## config.mk

```make
export PLATFORM = sky130hd
export DESIGN_NAME = auto_tiling_weight_gen
export DESIGN_NICKNAME = d
export VERILOG_FILES = /design/src/rtl/auto_tiling_weight_gen.sv
export SDC_FILE = /design/constraint.sdc
export NUM_CORES = 2
export LEC_CHECK = 0
export ABC_AREA = 1
export CORE_MARGIN = 4
export CORE_UTILIZATION = 50
export DETAILED_ROUTE_END_ITERATION = 8
export PLACE_DENSITY = 0.69
export SYNTH_ARGS = -nofsm -noshare
export SYNTH_HDL_FRONTEND = slang
export SYNTH_SLANG_ARGS = --single-unit
```

## constraint.sdc

```tcl
create_clock -name clock -period 16.3 [get_ports clock]
set_input_delay 3.26 -clock clock [delete_from_list [all_inputs] [get_ports clock]]
set_output_delay 3.26 -clock clock [all_outputs]
set_load 0.01 [all_outputs]
```

## src/rtl/auto_tiling_weight_gen.sv

```systemverilog
// Weight-tile SRAM read-address generator: one address per lane per beat, tiles of LANES columns, optional diagonal skew.
// First beat is registered one edge after an accepted start; counters advance only on io_beatValid && io_ready, and all beat outputs hold while stalled.
module auto_tiling_weight_gen #(
   parameter int LANES  = 16,
   parameter int ADDR_W = 17,
   parameter int DIM_W  = 12
) (
   input  logic                      clock,
   input  logic                      reset,
   input  logic                      io_start,
   input  logic [DIM_W-1:0]          io_cfgK,
   input  logic [DIM_W-1:0]          io_cfgM,
   input  logic                      io_cfgSkew,
   input  logic                      io_ready,
   output logic                      io_beatValid,
   output logic [LANES*ADDR_W-1:0]   io_rdAddr,
   output logic [LANES-1:0]          io_addrValid,
   output logic [DIM_W-1:0]          io_tileIdx,
   output logic                      io_busy,
   output logic                      io_done,
   output logic                      io_cfgErr
);
   // Beat and column counters must reach K+LANES-2 and M+LANES-1 respectively.
   localparam int CW = DIM_W + $clog2(LANES + 1);
   localparam int PW = (2 * DIM_W > ADDR_W + 1) ? 2 * DIM_W : ADDR_W + 1;

   typedef enum logic [1:0] {S_IDLE, S_RUN, S_DONE} state_t;

   state_t                    state_q, state_d;
   logic [DIM_W-1:0]          k_q, k_d, m_q, m_d, tile_q, tile_d;
   logic                      skew_q, skew_d;
   logic [CW-1:0]             bmax_q, bmax_d, beat_q, beat_d, col_q, col_d;
   logic [ADDR_W-1:0]         row_q, row_d;
   logic                      vld_q, vld_d, busy_q, busy_d, done_q, done_d, err_q, err_d;
   logic [LANES*ADDR_W-1:0]   addr_q, addr_d;
   logic [LANES-1:0]          mask_q, mask_d;
   logic [PW-1:0]             km;
   logic                      cfg_bad, accept;

   assign km      = PW'(io_cfgK) * PW'(io_cfgM);
   assign cfg_bad = (io_cfgK == '0) || (io_cfgM == '0) || (km > (PW'(1) << ADDR_W));
   assign accept  = vld_q && io_ready;

   always_comb begin
      state_d = state_q;
      k_d     = k_q;
      m_d     = m_q;
      skew_d  = skew_q;
      bmax_d  = bmax_q;
      beat_d  = beat_q;
      col_d   = col_q;
      row_d   = row_q;
      tile_d  = tile_q;
      vld_d   = 1'b0;
      busy_d  = 1'b0;
      done_d  = 1'b0;
      err_d   = 1'b0;
      case (state_q)
         S_IDLE: begin
            if (io_start) begin
               if (cfg_bad) begin
                  err_d = 1'b1;
               end else begin
                  state_d = S_RUN;
                  k_d     = io_cfgK;
                  m_d     = io_cfgM;
                  skew_d  = io_cfgSkew;
                  bmax_d  = CW'(io_cfgK) + (io_cfgSkew ? CW'(LANES - 1) : '0) - CW'(1);
                  beat_d  = '0;
                  col_d   = '0;
                  row_d   = '0;
                  tile_d  = '0;
                  vld_d   = 1'b1;
                  busy_d  = 1'b1;
               end
            end
         end
         S_RUN: begin
            vld_d  = 1'b1;
            busy_d = 1'b1;
            if (accept) begin
               if (beat_q == bmax_q) begin
                  if (col_q + CW'(LANES) >= CW'(m_q)) begin
                     state_d = S_DONE;
                     vld_d   = 1'b0;
                     busy_d  = 1'b0;
                     done_d  = 1'b1;
                  end else begin
                     tile_d = tile_q + DIM_W'(1);
                     col_d  = col_q + CW'(LANES);
                     beat_d = '0;
                     row_d  = ADDR_W'(col_q + CW'(LANES));
                  end
               end else begin
                  beat_d = beat_q + CW'(1);
                  row_d  = row_q + ADDR_W'(m_q);
               end
            end
         end
         S_DONE: state_d = S_IDLE;
         default: state_d = S_IDLE;
      endcase
   end

   // row_d = beat*M + tile column base, kept modulo 2^ADDR_W; legal configs keep every valid address in range.
   for (genvar j = 0; j < LANES; j++) begin : g_lane
      logic [CW-1:0]     col_j, row_j;
      logic [ADDR_W-1:0] a_j;
      logic              v_j;
      assign col_j = col_d + CW'(j);
      assign row_j = beat_d - (skew_d ? CW'(j) : '0);
      assign v_j   = vld_d && (!skew_d || beat_d >= CW'(j)) && (row_j < CW'(k_d)) && (col_j < CW'(m_d));
      assign a_j   = row_d + ADDR_W'(j) - (skew_d ? ADDR_W'(j) * ADDR_W'(m_d) : '0);
      assign mask_d[j]                   = v_j;
      assign addr_d[j*ADDR_W +: ADDR_W]  = v_j ? a_j : '0;
   end

   always_ff @(posedge clock or posedge reset) begin
      if (reset) begin
         state_q <= S_IDLE;
         k_q     <= '0;
         m_q     <= '0;
         skew_q  <= 1'b0;
         bmax_q  <= '0;
         beat_q  <= '0;
         col_q   <= '0;
         row_q   <= '0;
         tile_q  <= '0;
         vld_q   <= 1'b0;
         busy_q  <= 1'b0;
         done_q  <= 1'b0;
         err_q   <= 1'b0;
         addr_q  <= '0;
         mask_q  <= '0;
      end else begin
         state_q <= state_d;
         k_q     <= k_d;
         m_q     <= m_d;
         skew_q  <= skew_d;
         bmax_q  <= bmax_d;
         beat_q  <= beat_d;
         col_q   <= col_d;
         row_q   <= row_d;
         tile_q  <= tile_d;
         vld_q   <= vld_d;
         busy_q  <= busy_d;
         done_q  <= done_d;
         err_q   <= err_d;
         addr_q  <= addr_d;
         mask_q  <= mask_d;
      end
   end

   assign io_beatValid = vld_q;
   assign io_rdAddr    = addr_q;
   assign io_addrValid = mask_q;
   assign io_tileIdx   = tile_q;
   assign io_busy      = busy_q;
   assign io_done      = done_q;
   assign io_cfgErr    = err_q;
endmodule

```

==> impl_metrics.py <==
metrics = {
    "timing": {
        "rsz0062_at_grt": "no",
        "setup_violations": 0,
        "slew_viol_final": 0,
        "max_slew_margin_pct": 15.8,
        "worst-slew-pin-transition_ps": 1260,
        "fmax_mhz": 68.9,
        "finalCritPeriodShare_pct": 89.1,
        "finalWorstSetupSlack_ps": 1780,
        "timing.final.crit_period_ps": 14520,
        "clock_skew_ps": 50.4,
        "hold_viol_final": 0,
        "fin_tns_setup_ps": 0,
    },
    "floorplanning": {
        "dieArea_mm2": 0.109,
        "die_w_um": 330,
        "start_util_pct": 50.6,
        "core_mm2": 0.102,
        "io_pins": 333,
        "rows": 117,
        "die_height_um": 330,
    },
    "logic_synthesis": {
        "yosysWarnings": 0,
        "synth_area_mm2": 0.0518,
        "netlist_instances": 6890,
        "avgSynthCellArea_um2": 7.52,
        "synth-seq-cells": 395,
        "yosysUniqueCellTypes": 67,
        "synth_edf_count": 0,
        "postSynthNetCount": 8017,
        "synth_ff_type": "dfrtp_1",
        "ys_async_sr_fraction_pct": 100,
        "synth.yosys.seq_area_share_pct": 19.1,
    },
    "routing": {
        "vias": 49500,
        "firstDrtPassIters": 8,
        "wl_um": 191000,
        "wl_per_cell_um": 22.2,
        "via_per_inst": 5.74,
        "drt_iter0_drc": 5153,
        "drc": 0,
        "postRouteAntennaNets": 0,
    },
    "cts": {
        "ctsResizeCount": 0,
        "cts_tree": "built",
        "post_cts_buffers": 0,
        "clock_latency_ps": 650,
        "cts-htree-levels": 2,
        "cts-root-buf": "clkbuf_16",
        "cts.hold.buffers_added": 0,
        "clk_pin_slew_worst_paths_ps": 60,
        "numCtsBuffers": 47,
        "cts.path.max_buffers": 3,
        "clock_sinks": 395,
    },
    "global_route": {
        "grt_max_degree": 160,
        "grt_pass1_wl_um": 285000,
        "grt_pass1_vias": 47500,
        "grt_antenna_before_repair": 8,
        "overflow": 0,
        "grt.total_usage_pct": 34.4,
    },
    "final_layout": {
        "regArea_mm2": 0.00988,
        "layout_common_cells": "nand2_1 (1315), inv_1 (958), ha_1 (937)",
        "fin_nets": 8349,
        "final_common_cell": "nand2_1",
        "drive_gt1_share_pct": 6.42,
        "syn_to_final_growth_pct": 12.9,
        "fillers": 9466,
        "multi_input_area_mm2": 0.0375,
    },
    "setup_path": {
        "cp_slowest_cell": "clkdlybuf4s50_1",
        "cpPeakStageDelay_ps": 1040,
        "r2r-start": "col_q[4]",
        "r2r_end": "io_rdAddr[243]",
        "startpoint_type": "input port",
        "worstSetupEndpointType": "register",
        "crit_top_cell": "nand2_1",
        "reg2reg_setup_slack_ps": 7490,
        "r2r_cells": 37,
        "cp_max_fo": 36,
        "cp.required_ps": 16840,
        "crit_type": "input port to register",
        "cp_data_arrival_time_ps": 15060,
        "endpoint": "io_rdAddr[54]",
        "crit_start": "io_cfgK[5]",
    },
    "place": {
        "numPortBuffers": 332,
        "place_congestion": 1.05,
        "preCtsSetupSlack_ps": 1340,
        "dp_hpwl_um": 153000,
    },
    "job": {
        "cap_violations": 0,
    },
    "min_path": {
        "min_path_type": "register to register",
    },
    "status": {
        "status": "completed",
    },
}
[cell families after synthesis]
| logic type | count (synthesis) | share of synthesized area [%] |
|---|---|---|
| buf+inv | 1148 | 8.68 |
| compound gates | 989 | 10.9 |
| fa+ha+maj | 1098 | 28.9 |
| simple gates | 2716 | 23.3 |
| mux | 1 | 0.0193 |
| xor+xnor | 543 | 9.20 |
| flops | 395 | 19.1 |
[cells in the mapped netlist, types with 9 or more instances]
cell	count	area share, %
nand2_1	1316	9.5
inv_1	959	7.0
ha_1	937	23
nor2_1	625	4.5
a21oi_1	460	4.4
xor2_1	437	7.4
dfrtp_1	395	19
nand3_1	335	3.2
o21ai_0	243	2.3
fa_1	161	6.2
xnor2_1	105	1.8
o21bai_1	97	1.4
nand4_1	86	1.0
nor3_1	83	0.80
clkbuf_1	74	0.54
nor2_2	70	0.85
inv_2	43	0.31
o21ai_1	42	0.41
or2_2	40	0.48
nand2_2	37	0.45
nor3_2	34	0.66
a21o_1	28	0.41
buf_2	23	0.22
a211oi_1	20	0.29
nor4_1	18	0.22
nand3b_1	17	0.25
o211ai_1	16	0.23
nor2_4	15	0.33
buf_4	14	0.20
buf_6	14	0.30
nand3_2	14	0.27
a221oi_1	12	0.20
buf_1	12	0.087
o31ai_1	12	0.17
a31oi_1	9	0.11
clkinv_1	9	0.065
nand2_4	9	0.20
[flip-flops by register name (all words and copies together), names as in the netlist, 2 cells and up]
signal / flops
k_q: 12
io_addrValid: 16
io_tileIdx: 12
beat_q: 17
m_q: 12
state_q: 2
col_q: 17
io_rdAddr: 272
row_q: 17
bmax_q: 14
[worst min-delay path by stage]
stage | from | endpoint | slack [ps] | depth (start not counted)
floorplan | k_q[0] | k_q[0] | 460 | 2
global placement | bmax_q[11] | bmax_q[11] | 500 | 2
detailed placement | bmax_q[9] | bmax_q[9] | 500 | 2
CTS | bmax_q[10] | bmax_q[10] | 520 | 2
global route | bmax_q[9] | bmax_q[9] | 560 | 2
finish | bmax_q[10] | bmax_q[10] | 520 | 2
[stage by stage]
step | utilization [%] | hold slack [ps] | instances | area, um^2
3_5_place_dp | 55.6 | 504 | 8541 | 56900
3_3_place_gp | 55.6 | 497 | 8541 | 56900
5_1_grt | 57.1 | 559 | 8625 | 58500
4_1_cts | 57.1 | 524 | 8625 | 58500
6_report | 57.1 | 524 | 8627 | 58500
2_1_floorplan | - | 458 | 6890 | 51800
[layout make-up]
class / instances / share of cell area (%)
multi-input combinational: 5347 / 64.1
sequential: 395 / 16.9
timing repair buffer: 420 / 6.84
inverter: 1011 / 6.50
tap: 1368 / 2.93
clock buffer: 59 / 2.23
clock inverter: 25 / 0.518
antenna: 2 / 0.00856
[critical path, delay by kind of cell]
kind | cells | cell delay, ps
fa+ha+maj | 9 | 4130
buf+inv | 8 | 2290
simple gates | 26 | 4620
compound gates | 3 | 500
xor+xnor | 1 | 200
[metal layers]
metal  vias to the layer above  global-route usage (%)  wire (um)
met5                         -                       0         27
met4                         4                    13.3       8660
met3                       430                    6.76      19900
met2                      2497                    54.0      83300
met1                     23400                    46.8      79400
li1                      23200                       -          -
Power is left out: the tool's default activity adds up to more than one toggle a clock period on the data nets, which glitch-free logic cannot reach.
